<file path="src/rtl/serial_pkg.sv">
// Shared definitions for the serial code path: FSM state encoding, the
// default idle line level and a small width helper. The downstream pattern
// detector imports this package as well.
package serial_pkg;

   typedef logic [1:0] state_t;

   localparam state_t IDLE  = 2'b00;
   localparam state_t SHIFT = 2'b01;
   localparam state_t GAP   = 2'b10;

   localparam logic IDLE_LEVEL_DEFAULT = 1'b1;

   // Counter width able to hold 0..n-1, never narrower than one bit.
   function automatic int count_width(input int n);
      return (n > 1) ? $clog2(n) : 1;
   endfunction

endpackage

</file>
<file path="src/rtl/shift_counter.sv">
// Bit index and inter-word gap counters for code_serializer. Both counters
// saturate at their terminal value; the FSM restarts them with a load.
module shift_counter
   import serial_pkg::*;
#(
   parameter int WIDTH      = 8,
   parameter int GAP_CYCLES = 0
) (
   input  logic clock,
   input  logic reset,
   input  logic bit_load,
   input  logic bit_inc,
   input  logic gap_load,
   input  logic gap_inc,
   output logic bit_last,
   output logic bit_penult,
   output logic gap_last
);

   localparam int BW = $clog2(WIDTH);
   localparam logic [BW-1:0] BIT_LAST   = BW'(WIDTH - 1);
   localparam logic [BW-1:0] BIT_PENULT = BW'(WIDTH - 2);

   logic [BW-1:0] bit_cnt_reg;

   // Index of the bit currently on the line; restarts at 0 on each word.
   always_ff @(posedge clock or posedge reset) begin
      if (reset)
         bit_cnt_reg <= '0;
      else if (bit_load)
         bit_cnt_reg <= '0;
      else if (bit_inc && (bit_cnt_reg != BIT_LAST))
         bit_cnt_reg <= bit_cnt_reg + 1'b1;
   end

   assign bit_last   = (bit_cnt_reg == BIT_LAST);
   assign bit_penult = (bit_cnt_reg == BIT_PENULT);

   generate
      if (GAP_CYCLES > 0) begin : g_gap
         localparam int GW = count_width(GAP_CYCLES);
         localparam logic [GW-1:0] GAP_LAST = GW'(GAP_CYCLES - 1);

         logic [GW-1:0] gap_cnt_reg;

         // Counts idle cycles after a word; terminal value is the final gap cycle.
         always_ff @(posedge clock or posedge reset) begin
            if (reset)
               gap_cnt_reg <= '0;
            else if (gap_load)
               gap_cnt_reg <= '0;
            else if (gap_inc && (gap_cnt_reg != GAP_LAST))
               gap_cnt_reg <= gap_cnt_reg + 1'b1;
         end

         assign gap_last = (gap_cnt_reg == GAP_LAST);
      end else begin : g_no_gap
         logic unused_gap_ctrl;
         assign unused_gap_ctrl = gap_load ^ gap_inc;
         assign gap_last        = 1'b1;
      end
   endgenerate

endmodule

</file>
<file path="src/rtl/code_serializer.sv">
// Parallel-to-serial front end for the "01" pattern detector. Accepts a word
// over valid/ready, drives it one bit per clock on a registered code line and
// holds the line at IDLE_LEVEL between words, with an optional forced gap.
module code_serializer
   import serial_pkg::*;
#(
   parameter int   WIDTH      = 8,
   parameter bit   MSB_FIRST  = 1'b1,
   parameter logic IDLE_LEVEL = IDLE_LEVEL_DEFAULT,
   parameter int   GAP_CYCLES = 0
) (
   input  logic             clock,
   input  logic             reset,
   input  logic [WIDTH-1:0] data_in,
   input  logic             valid,
   output logic             ready,
   output logic             code,
   output logic             busy,
   output logic             done
);

   state_t           state_reg;
   state_t           state_next;
   logic [WIDTH-1:0] shreg_reg;
   logic [WIDTH-1:0] shreg_next;
   logic             code_reg;
   logic             code_next;
   logic             done_reg;
   logic             done_next;

   logic             accept;
   logic             bit_load;
   logic             bit_inc;
   logic             gap_load;
   logic             gap_inc;
   logic             bit_last;
   logic             bit_penult;
   logic             gap_last;

   shift_counter #(
      .WIDTH      (WIDTH),
      .GAP_CYCLES (GAP_CYCLES)
   ) u_shift_counter (
      .clock      (clock),
      .reset      (reset),
      .bit_load   (bit_load),
      .bit_inc    (bit_inc),
      .gap_load   (gap_load),
      .gap_inc    (gap_inc),
      .bit_last   (bit_last),
      .bit_penult (bit_penult),
      .gap_last   (gap_last)
   );

   // State register; reset drops any partial word immediately.
   always_ff @(posedge clock or posedge reset) begin
      if (reset)
         state_reg <= IDLE;
      else
         state_reg <= state_next;
   end

   // Next-state logic: a word may start from IDLE, from the last bit when no
   // gap is configured, or from the final gap cycle.
   always_comb begin
      state_next = IDLE;
      case (state_reg)
         IDLE:  state_next = accept ? SHIFT : IDLE;
         SHIFT: begin
            if (!bit_last)
               state_next = SHIFT;
            else if (GAP_CYCLES > 0)
               state_next = GAP;
            else
               state_next = accept ? SHIFT : IDLE;
         end
         GAP: begin
            if (!gap_last)
               state_next = GAP;
            else
               state_next = accept ? SHIFT : IDLE;
         end
         default: state_next = IDLE;
      endcase
   end

   // Output and datapath decode from registered state only, so ready never
   // depends on valid; the next code bit and done pulse are prepared here.
   always_comb begin
      ready      = 1'b0;
      busy       = (state_reg != IDLE);
      shreg_next = shreg_reg;
      code_next  = IDLE_LEVEL;
      done_next  = 1'b0;

      case (state_reg)
         IDLE:    ready = 1'b1;
         SHIFT:   ready = bit_last && (GAP_CYCLES == 0);
         GAP:     ready = gap_last;
         default: ready = 1'b0;
      endcase

      accept   = valid && ready;
      bit_load = accept;
      bit_inc  = (state_reg == SHIFT) && !bit_last;
      gap_load = (state_reg == SHIFT) && bit_last;
      gap_inc  = (state_reg == GAP);

      if (accept) begin
         if (MSB_FIRST) begin
            code_next  = data_in[WIDTH-1];
            shreg_next = data_in << 1;
         end else begin
            code_next  = data_in[0];
            shreg_next = data_in >> 1;
         end
      end else if ((state_reg == SHIFT) && !bit_last) begin
         if (MSB_FIRST) begin
            code_next  = shreg_reg[WIDTH-1];
            shreg_next = shreg_reg << 1;
         end else begin
            code_next  = shreg_reg[0];
            shreg_next = shreg_reg >> 1;
         end
         done_next = bit_penult;
      end
   end

   // Registered line, done pulse and remaining-bits shift register.
   always_ff @(posedge clock or posedge reset) begin
      if (reset) begin
         shreg_reg <= '0;
         code_reg  <= IDLE_LEVEL;
         done_reg  <= 1'b0;
      end else begin
         shreg_reg <= shreg_next;
         code_reg  <= code_next;
         done_reg  <= done_next;
      end
   end

   assign code = code_reg;
   assign done = done_reg;

endmodule

</file>
<file path="config.mk">
export PLATFORM = sky130hd
export DESIGN_NAME = code_serializer
export DESIGN_NICKNAME = d
export VERILOG_FILES = /design/src/rtl/serial_pkg.sv /design/src/rtl/shift_counter.sv /design/src/rtl/code_serializer.sv
export SDC_FILE = /design/constraint.sdc
export NUM_CORES = 1
export LEC_CHECK = 0
export CAP_MARGIN = 20
export CORE_AREA = 2 2 39 41
export CTS_BUF_LIST = sky130_fd_sc_hd__clkbuf_4 sky130_fd_sc_hd__clkbuf_8
export DETAILED_ROUTE_END_ITERATION = 6
export DIE_AREA = 0 0 41 43
export DONT_BUFFER_PORTS = 1
export GPL_TIMING_DRIVEN = 0
export HOLD_SLACK_MARGIN = 0.15
export SLEW_MARGIN = 20
export SYNTH_ARGS = -nofsm -noshare
export SYNTH_HDL_FRONTEND = slang
export SYNTH_SLANG_ARGS = --single-unit
</file>
<file path="constraint.sdc">
create_clock -name clock -period 1.78 [get_ports clock]
set_clock_uncertainty 0.2 [all_clocks]
set_input_delay 0.356 -clock clock [delete_from_list [all_inputs] [get_ports clock]]
set_output_delay 0.356 -clock clock [all_outputs]
set_load 0.02 [all_outputs]
</file>
==> results of run 1 <==
-- layer usage --
layer,GRT usage [%],vias to the layer above,routed length (um)
li1,-,213,-
met1,16.39,205,487
met2,21.56,13,526
met3,6.806,0,67
met4,10.00,0,0
met5,0,-,0
-- worst min path at each step --
| stage | to | slack [ns] | cells after the start | startpoint |
|---|---|---|---|---|
| floorplan | done | 0.03 | 1 | reset |
| global placement | shreg_reg[3] | 0.1 | 1 | reset |
| detailed placement | shreg_reg[1] | 0.1 | 1 | reset |
| CTS | shreg_reg[3] | 0.29 | 2 | shreg_reg[2] |
| global route | shreg_reg[6] | 0.32 | 2 | shreg_reg[5] |
| finish | shreg_reg[3] | 0.29 | 2 | shreg_reg[2] |
-- metrics by stage --
stage	util (%)	power (uW)	TNS [ns]
2_1_floorplan	-	793.4	0
3_3_place_gp	45.12	857.8	0
3_5_place_dp	45.12	867.0	0
4_1_cts	57.41	1170	-0.03090
5_1_grt	57.96	1267	-0.07426
6_report	57.96	1168	-0.01144
-- worst reg2reg max path, cell delays in order (launching register included) --
cell and delay, ns:
dfrtp_1 0.39, ha_2 0.20, ha_4 0.16, nor2b_4 0.13, buf_4 0.15, buf_6 0.13, nand2_1 0.05, o21ai_0 0.07
-- area by class of cell --
| cell class | count | area, um2 | area share, % |
|---|---|---|---|
| tap | 16 | 20.02 | 2.496 |
| timing repair buffer | 14 | 130.1 | 16.22 |
| multi-input combinational | 34 | 255.2 | 31.83 |
| sequential | 13 | 326.6 | 40.72 |
| clock buffer | 4 | 30.03 | 3.744 |
| buffer | 2 | 22.52 | 2.808 |
| inverter | 4 | 17.52 | 2.184 |
-- power by group --
group          internal, uW  switching [uW]
clock network           102            90.1
registers               421            97.9
logic                   228             228
-- synth_stat cells --
cell	n
nand2b_2	1
a31oi_1	1
ha_1	3
o21ai_1	3
nand2_1	8
nor2_1	2
and3_1	1
mux2i_1	8
buf_6	2
inv_2	1
nand3b_1	2
dfrtp_1	12
dfstp_2	1
nor2b_4	1
o21ai_0	4
inv_1	3
-- logic make-up (layout without fill, tap and decap cells) --
| family | Yosys count | after routing | synth area share (%) |
|---|---|---|---|
| compound gates | 8 | 8 | 6.832 |
| fa+ha+maj | 3 | 3 | 6.212 |
| buf+inv | 6 | 24 | 6.210 |
| flops | 13 | 13 | 54.04 |
| mux | 8 | 8 | 13.25 |
| simple gates | 15 | 15 | 13.46 |
-- timing repair --
item,4_1_cts,5_1_grt
hold buffers,10,0
resized for setup,4,0
endpoints found under the hold margin,23,0
endpoints found under the setup margin,1,1
buffers inserted,3,1
pin swaps,2,0
==> results.cfg, run 1 <==
[cells_and_area]
antenna_cells = 0
largest_reg_flops = 7
n_fill_cell = 118
stdcell_area_um2 = 802.0
stdcell_count = 87
layout.cells.most_common = dfrtp_1
final_cell_mix = dfrtp_1 (12), dlygate4sd3_1 (10), mux2i_1 (8), nand2_1 (8)
fin_nets = 86
drive_above_1_share_pct = 22.54
area_growth_pct = 32.71

[worst_setup_path]
critPathTopFamily = flip-flops
cp.required_ns = 1.22
path_max_fanout = 8
r2r_start = u_shift_counter.bit_cnt_reg[1]
regToRegSetupSlack_ns = 0.21
r2r-end = shreg_reg[4]
r2r_cells = 7
critical_path_buf_inv_count = 1
crit_cells = 4
crit_type = reg2out
crit_path_end = ready
critPathLaunch = u_shift_counter.bit_cnt_reg[1]
cp_cell_sequence = ha_2 > ha_4 > nor2b_4 > inv_4
critPathSlowestCell = dfrtp_1
max_stage_delay_ns = 0.39
cp.arrival_ns = 1.24
endpoint_kind = output port
start_kind = flop

[die]
core_mm2 = 0.001384
die_x_um = 41
die-height_um = 43
dieArea_mm2 = 0.001763
start_util_pct = 43.67
placementRows = 14
pin_count = 15

[timing]
worst_pin_slew_ns = 0.4958
fin_crit_sh_pct = 100.6
setup_slack_ns = -0.01144
max_freq_mhz = 558.2
fin_crit_ns = 1.791
relSlewSlack_pct = 66.91
hold_viol_final = 0
whs_ns = 0.2892
maxSlewViolCount = 0
setup_viol = 1
rsz0062_at_grt = true

[route]
first_iter_violations = 7
dr.pass1.iters = 4
drc = 0
via_count = 431
final_antenna_net_count = 0
vias_per_cell = 4.954
routed_wl_um = 1081
wire_per_inst_um = 12.43

[pwr]
vdd_drop_max_v = 0.0005448
leakage_uw = 0.0003957
power.density_mw_per_mm2 = 1456

[cts]
cts.sinks = 13
root_buffer = clkbuf_4
cts_buffers = 3
cts.clk_slew.worst_paths_ns = 0.08
insertion_delay_ns = 0.27
cts.path.max_buffers = 2
cts_tree = yes
h-tree-depth = 1

[logic_synthesis]
syn_area_um2 = 604.3
yosys.area.top_type_share_pct = 49.69
synth_top_cell_by_area = dfrtp_1
yosysUniqueCellTypes = 16
synth_warnings = 0
ys_ff_latch = 13
netlist_top_cells_area = dfrtp_1 (50%), mux2i_1 (13%), ha_1 (6.2%), nand2_1 (5.0%), dfstp_2 (4.3%)
synth_cells = 53
syn_area_per_cell_um2 = 11.40
syn_nets = 67
ys_seq_area_share_pct = 54.04

[global_routing]
grt_pass1_wl_um = 1690
grt_pass1_vias = 416
grt_overflow_total = 0
antenna_found_initial = 0
grt_max_degree = 14
grt_usage_pct = 14.84

[placement]
port_buffers = 0
place.detailed.hpwl_um = 682.4
preCtsSetupSlack_ns = 0.04876
place_congestion = 0.6970
place_area_um2 = 624.3
dp_cells = 69

[status]
status = finished, violations left
violations = negative setup slack

[hold_path]
hold_class = reg2reg

[flow_run]
maxCapViolCount = 0
(Power assumes the default switching activity.)
==> inputs of run 2 (changes only) <==
Settings changed: GPL_TIMING_DRIVEN 0 to default.
==> run 2 against run 1 <==
Compared with the run above: the flow still finishes with violations (negative setup slack); first-iteration DRC count shrank 43%; cell count decreased by 2.3%; via count grew 1.4%; combinational power down 4%; largest cell class unchanged; largest power group unchanged; highest routed layer is now met4.
==> results.cfg, run 2 (synthesis gave the netlist of run 1 again) <==
[status]
status = finished, violations left
violations = negative setup slack

[die]
start_util_pct = 43.67
core_mm2 = 0.001384
die-height_um = 43
placementRows = 14
die_x_um = 41
pin_count = 15
dieArea_mm2 = 0.001763

[route]
wl_met1_um = 446
dr_wl_met2_um = 552
first_iter_violations = 4
final_antenna_net_count = 0
dr.pass1.iters = 4
vias_per_cell = 5.141
routed_wl_um = 1094
via_count = 437
routed.top_layer = met4
drc = 0
dr_wl_met3_um = 80
wire_per_inst_um = 12.87

[worst_setup_path]
r2r-end = shreg_reg[6]
regToRegSetupSlack_ns = 0.17
cp.required_ns = 1.22
r2r_cells = 6
cp.arrival_ns = 1.25
path_max_fanout = 8
endpoint_kind = output port
crit_type = reg2out
cp_cell_sequence = ha_2 > ha_4 > nor2b_4 > inv_4
critPathSlowestCell = dfrtp_1
max_stage_delay_ns = 0.39
r2r_start = u_shift_counter.bit_cnt_reg[0]
start_kind = flop

[cells_and_area]
fin_nets = 84
antenna_cells = 0
layout.cells.most_common = dfrtp_1
stdcell_count = 85
largest_reg_flops = 7
area_growth_pct = 28.99
stdcell_area_um2 = 779.5
drive_above_1_share_pct = 20.29
final_cell_mix = dfrtp_1 (12), dlygate4sd3_1 (10), mux2i_1 (8), nand2_1 (8)

[timing]
relSlewSlack_pct = 63.74
fin_crit_ns = 1.811
worst_pin_slew_ns = 0.5420
rsz0062_at_grt = true
setup_viol = 1
setup_slack_ns = -0.03051
maxSlewViolCount = 0
fin_crit_sh_pct = 101.7
max_freq_mhz = 552.3
hold_viol_final = 0

[pwr]
leakage_uw = 0.0003831
report.power.total_uw = 1155
vdd_drop_max_v = 0.0007036
power.density_mw_per_mm2 = 1482

[global_routing]
grt_usage_pct = 15.71
grt_overflow_total = 0
antenna_found_initial = 0
grt_pass1_vias = 397
grt_max_degree = 16
grt_pass1_wl_um = 1718

[hold_path]
min_to = shreg_reg[2]
hold_class = reg2reg
min_delay_path_depth = 2
min_from = shreg_reg[1]

[cts]
cts.clk_slew.worst_paths_ns = 0.08
root_buffer = clkbuf_4
cts.sinks = 13
cts_tree = yes
h-tree-depth = 1
insertion_delay_ns = 0.28
cts_buffers = 3
cts.path.max_buffers = 2

[placement]
place_congestion = 0.6921
place_area_um2 = 609.3
dp_cells = 68
port_buffers = 0
place.detailed.hpwl_um = 666.7
preCtsSetupSlack_ns = 0.1714

[flow_run]
maxCapViolCount = 0
[run 2: cell types whose count changed in the layout (fill, tap and decap cells not counted)]
cell / change
buf_6: -2
[run 2: worst max-delay path by stage]
| stage | from | end | depth (start not counted) |
|---|---|---|---|
| after floorplan | u_shift_counter.bit_cnt_reg[0] | ready | 4 |
| after global placement | u_shift_counter.bit_cnt_reg[0] | ready | 4 |
| after detailed placement | u_shift_counter.bit_cnt_reg[0] | ready | 4 |
| after CTS | u_shift_counter.bit_cnt_reg[1] | ready | 4 |
| after global routing | u_shift_counter.bit_cnt_reg[0] | ready | 4 |
| final | u_shift_counter.bit_cnt_reg[0] | ready | 4 |
[run 2: what timing repair did]
item                                    CTS  global route
endpoints found under the hold margin    25             0
endpoints found under the setup margin    1             1
buffers inserted                          3             0
gates resized for setup                   4             0
cloned                                    0             0
hold buffers                             10             0
[run 2: layer usage]
metal / GRT usage (%) / up-vias
li1: - / 209
met1: 20.42 / 212
met2: 20.94 / 14
met3: 6.283 / 2
met4: 10.00 / 0
met5: 0 / -
[run 2: layout make-up]
cell class | count | area [um2]
timing repair buffer | 14 | 130.1
sequential | 13 | 326.6
tap | 16 | 20.02
inverter | 4 | 17.52
fill | 126 | 604.3
multi-input combinational | 34 | 255.2
clock buffer | 4 | 30.03
[run 2: critical path, delay by kind of cell (launching register included)]
| family | cells | cell delay [ns] |
|---|---|---|
| flip-flops | 1 | 0.39 |
| adder cells (fa/ha/maj) | 2 | 0.37 |
| AND/OR/NAND/NOR | 1 | 0.13 |
| buffers and inverters | 1 | 0.08 |
[run 2: per-stage QoR]
stage	TNS, ns	util (%)	hold WS [ns]
5_1_grt	-0.08411	56.33	0.3260
2_1_floorplan	0	-	0.03224
3_3_place_gp	0	44.03	0.09054
4_1_cts	-0.02637	56.33	0.2886
3_5_place_dp	0	44.03	0.09401
6_report	-0.03051	56.33	0.2871
[run 2: power by group]
group	switching, uW	total (uW)	internal, uW	leakage (uW)
Clock	97.2	199	102	0.0000184
Sequential	95.2	516	421	0.000163
Combinational	231	439	209	0.000201
Total	423	1160	732	0.000383
